`src/rtl/dmem_port_arbiter.sv`:
```
// Two-requester arbiter for the shared single-port data memory.
// The processor has priority. A saturating starvation counter guarantees
// that the peripheral is granted after a bounded number of processor wins.
// Read data is a passthrough of the syncram's registered output.
// The *_valid outputs tag which requester owns that data.
module dmem_port_arbiter #(
   parameter int unsigned ADDR_W       = 12,
   parameter int unsigned DATA_W       = 32,
   parameter int unsigned STARVE_LIMIT = 4
) (
   input  logic              clk_i,
   input  logic              rst_ni,
   // processor port
   input  logic              cpu_req_i,
   input  logic              cpu_wren_i,
   input  logic [ADDR_W-1:0] cpu_addr_i,
   input  logic [DATA_W-1:0] cpu_data_i,
   output logic              cpu_stall_o,
   output logic [DATA_W-1:0] cpu_q_o,
   output logic              cpu_valid_o,
   // peripheral port
   input  logic              per_req_i,
   input  logic              per_wren_i,
   input  logic [ADDR_W-1:0] per_addr_i,
   input  logic [DATA_W-1:0] per_data_i,
   output logic              per_gnt_o,
   output logic [DATA_W-1:0] per_q_o,
   output logic              per_valid_o,
   // memory port
   output logic [ADDR_W-1:0] mem_address_o,
   output logic [DATA_W-1:0] mem_data_o,
   output logic              mem_wren_o,
   input  logic [DATA_W-1:0] mem_q_i
);

   // A limit of 0 still needs a one-bit counter to keep widths legal.
   localparam int unsigned CntW = (STARVE_LIMIT > 0) ? $clog2(STARVE_LIMIT + 1) : 1;
   localparam logic [CntW-1:0] CntMax = CntW'(STARVE_LIMIT);

   logic [CntW-1:0] starve_cnt_q, starve_cnt_d;
   logic            cpu_valid_q, cpu_valid_d;
   logic            per_valid_q, per_valid_d;
   logic            per_win, cpu_win;

   // Grant decision. Reset masks every grant so nothing reaches memory.
   always_comb begin
      per_win = 1'b0;
      cpu_win = 1'b0;
      if (rst_ni) begin
         per_win = per_req_i && (!cpu_req_i || (starve_cnt_q == CntMax));
         cpu_win = cpu_req_i && !per_win;
      end
   end

   // Memory mux. When nothing is granted, the idle default parks on the processor with writes off.
   always_comb begin
      mem_address_o = cpu_addr_i;
      mem_data_o    = cpu_data_i;
      mem_wren_o    = 1'b0;
      if (per_win) begin
         mem_address_o = per_addr_i;
         mem_data_o    = per_data_i;
         mem_wren_o    = per_wren_i;
      end else if (cpu_win) begin
         mem_wren_o = cpu_wren_i;
      end
   end

   // Next-state: the counter counts only processor wins against a waiting peripheral.
   always_comb begin
      starve_cnt_d = '0;
      if (per_req_i && cpu_win) begin
         starve_cnt_d = (starve_cnt_q == CntMax) ? starve_cnt_q : starve_cnt_q + 1'b1;
      end
      cpu_valid_d = cpu_win && !cpu_wren_i;
      per_valid_d = per_win && !per_wren_i;
   end

   // State registers. Asserting reset drops any outstanding read tag.
   always_ff @(posedge clk_i or negedge rst_ni) begin
      if (!rst_ni) begin
         starve_cnt_q <= '0;
         cpu_valid_q  <= 1'b0;
         per_valid_q  <= 1'b0;
      end else begin
         starve_cnt_q <= starve_cnt_d;
         cpu_valid_q  <= cpu_valid_d;
         per_valid_q  <= per_valid_d;
      end
   end

   assign cpu_stall_o = cpu_req_i && per_win;
   assign per_gnt_o   = per_win;
   assign cpu_valid_o = cpu_valid_q;
   assign per_valid_o = per_valid_q;
   assign cpu_q_o     = mem_q_i;
   assign per_q_o     = mem_q_i;

endmodule

```
`config.mk`:
```
export PLATFORM = sky130hd
export DESIGN_NAME = dmem_port_arbiter
export DESIGN_NICKNAME = d
export VERILOG_FILES = /design/src/rtl/dmem_port_arbiter.sv
export SDC_FILE = /design/constraint.sdc
export NUM_CORES = 1
export LEC_CHECK = 0
export CORE_AREA = 2 2 92 94
export CTS_BUF_LIST = sky130_fd_sc_hd__clkbuf_16
export CTS_CLUSTER_DIAMETER = 80
export DETAILED_ROUTE_END_ITERATION = 7
export DIE_AREA = 0 0 94 96
export MAX_ROUTING_LAYER = met4
export PLACE_DENSITY = 0.69
export SLEW_MARGIN = 10
export SYNTH_ARGS = -nofsm -noshare
export SYNTH_HDL_FRONTEND = slang
export SYNTH_SLANG_ARGS = --single-unit
```
`constraint.sdc`:
```
create_clock -name clk_i -period 2.32 [get_ports clk_i]
set_input_delay 0.464 -clock clk_i [delete_from_list [all_inputs] [get_ports clk_i]]
set_output_delay 0.464 -clock clk_i [all_outputs]
set_load 0.01 [all_outputs]
```
==> run metrics <==
final wirelength=4820 um; Worst R2R Path Depth=6; Mapped Area=1430 um^2; routed len/inst=13.9 um; Final WS setup=0.0179 ns; CTS Buffer Depth=2; top-count cell post-synth=buf_4; hold bufs inserted after CTS=0; Worst Hold Class=input port to asynchronous set/reset pin; CTS tree=built; Inserted Clock Buffers=3; I/O Buffers=142; Max Clock Freq=434 MHz; outcome=finished clean; cell area power density=292 nW/um^2; layout cells sized above 1=49.8%; # rows=33; Core ar.=8050 um^2; Finish-stage setup viols=0; Synth area leaders=mux2_4 41%, buf_4 34%, dfrtp_1 8.7%; Post-route DRC=0; Worst Tran Pin Value=0.187 ns; Post-Syn Instances=140; vias in the first global route=1305; syn avg cell area=10.2 um^2; Slew Limit Fails=0; io pins=239; Reg2Reg Capture Point=cpu_valid_o$_DFF_PN0_; max-slew headroom at the worst pin=87.5%; Worst-Skew Late Latency=0.23 ns; most frequent cells after synthesis=64 x buf_4, 39 x mux2_4, 5 x dfrtp_1, 5 x mux2_2; Synth Net Count=268; CP Class=input port to output port; GR Util met3=3.13%; Data arrival, critical path=1.84 ns; vias per inst=3.75; TritonRoute pass-1 iters=3; Post-synth ARST share=100%; RSZ-0062 raised after global routing=yes; Clock Skews=0.000367 ns; CTS sink cnt=5; Max FO, Critical Path=5; Main synth FF type=dfrtp_1; Reg-to-Reg Start=starve_cnt_q[1]$_DFFE_PN0P_; Crit. End Element=output port; die height=96 um; CP Launch Type=input port; dpl cells=328; DP Worst Slack=-0.511 ns; EDFF count, synth=0; via count=1297; flop-to-flop setup slack=1.07 ns; fillcell total=795; Ys Warns=0; maximum vdd drop=0.644 mV; post-synth top area share=40.9%; Pleak=1.32 nW; global placer's final weighted congestion=0.690; CTS clk-pin slew, worst paths=0.03 ns; met1 Use GR=9.79%; DP HPWL=3660 um; GRT Total Usage=9.58%; Netlist cell types=17; post-synthesis sequential area ratio=8.73%; initial antenna violation count=0; H-tree level count=1; number of synthesized register bits=5; first-pass GRT wire length=6570 um; CTS Root Cell=clkbuf_16; GRT Residual Overflow=0; Max-Cap Viols=0; gr busiest metal=met2; fin crit period=2.30 ns; area grow syn2layout=108%; Die X=94 um; period utilization=99.2%; leading area contributor after synthesis=mux2_4; Antenna Violating Nets Remaining=0; Final Hold Fails=0; Non-Filler Instances=346; Final Net Count=370; largest net degree at the start of global routing=10; die area=9020 um^2; initial core utilization=17.8%; diode count=0; GRT met2 Usage=17.6%; initial drt markers=15; CP required=1.86 ns
-- layout by cell type (no fill, tap or decap), types with 2 or more instances in the layout --
master / instances
buf_12: 2
buf_16: 6
buf_4: 9
buf_6: 48
buf_8: 2
clkbuf_16: 3
clkdlybuf4s50_1: 93
dfrtp_1: 5
dlygate4sd2_1: 4
inv_2: 2
mux2_4: 43
nand2_1: 3
nand3_1: 3
nor2_1: 4
nor3_1: 2
-- cell families (layout without fill, tap and decap cells) --
kind of cell | Yosys count | in the layout | share of synthesized area (%)
buffers and inverters | 70 | 171 | 37.2
AO/OA/AOI/OAI | 2 | 2 | 1.22
multiplexers | 45 | 45 | 45.5
flip-flops | 5 | 5 | 8.73
adder cells (fa/ha/maj) | 2 | 2 | 1.75
AND/OR/NAND/NOR | 16 | 16 | 5.59
-- critical path: stages --
cell,delay [ns]
dlygate4sd2_1,0.27
a21boi_4,0.16
nor2_4,0.14
buf_6,0.13
buf_6,0.12
buf_12,0.12
mux2_4,0.31
buf_6,0.12
-- per-stage QoR --
| step | cell area (um^2) | hold slack [ns] | TNS [ns] | util, % | power [mW] |
|---|---|---|---|---|---|
| 5_1_grt | 2980 | 0.333 | -1.33 | 37.0 | 0.908 |
| 3_3_place_gp | 2550 | 0.520 | -20.27 | 31.7 | 0.528 |
| 6_report | 2980 | 0.303 | 0 | 37.0 | 0.871 |
| 3_5_place_dp | 2550 | 0.532 | -21.00 | 31.7 | 0.533 |
| 4_1_cts | 2950 | 0.310 | -0.431 | 36.6 | 0.876 |
| 2_1_floorplan | 1430 | 0.168 | 0 | - | 0.355 |
-- where the power goes --
| part | switching, mW | internal (mW) |
|---|---|---|
| clock | 0.0533 | 0.223 |
| combinational | 0.141 | 0.363 |
| sequential | 0.00106 | 0.0898 |
| total | 0.195 | 0.676 |
-- what timing repair did --
action / in CTS / in global routing
pin swaps: 4 / 3
endpoints found under the setup margin: 47 / 39
buffers inserted: 8 / 2
resized for setup: 243 / 6
gates cloned: 6 / 0
-- worst max path at each step --
stage                                      startpoint           endpoint  cells after the start
final                                       cpu_req_i     mem_data_o[22]                      8
after floorplan           starve_cnt_q[0]$_DFFE_PN0P_   mem_address_o[0]                      6
after detailed placement                    cpu_req_i  mem_address_o[11]                      6
after global placement                      cpu_req_i     mem_data_o[31]                      6
after CTS                 starve_cnt_q[1]$_DFFE_PN0P_   mem_address_o[2]                      9
after global routing      starve_cnt_q[0]$_DFFE_PN0P_   mem_address_o[2]                      9
-- routing by layer --
metal / up-vias / routed length, um / part of all wire, %
met1: 587 / 1650 / 34
met4: 0 / 44 / 0.91
met2: 83 / 2490 / 52
li1: 615 / - / -
met5: - / 0 / 0
met3: 12 / 629 / 13
-- registers in the layout (all words and copies together), names as in the netlist --
signal        cells
starve_cnt_q      3
cpu_valid_o       1
per_valid_o       1
-- layout make-up --
type,count,area (um^2),area share [%]
Timing Repair Buffer,165,1820,61.2
Multi-Input combinational cell,65,812,27.3
Tap cell,105,131,4.41
Sequential cell,5,125,4.20
Clock buffer,3,75.1,2.52
Inverter,2,7.51,0.252
Clock inverter,1,3.75,0.126
(Power assumes the default switching activity.)
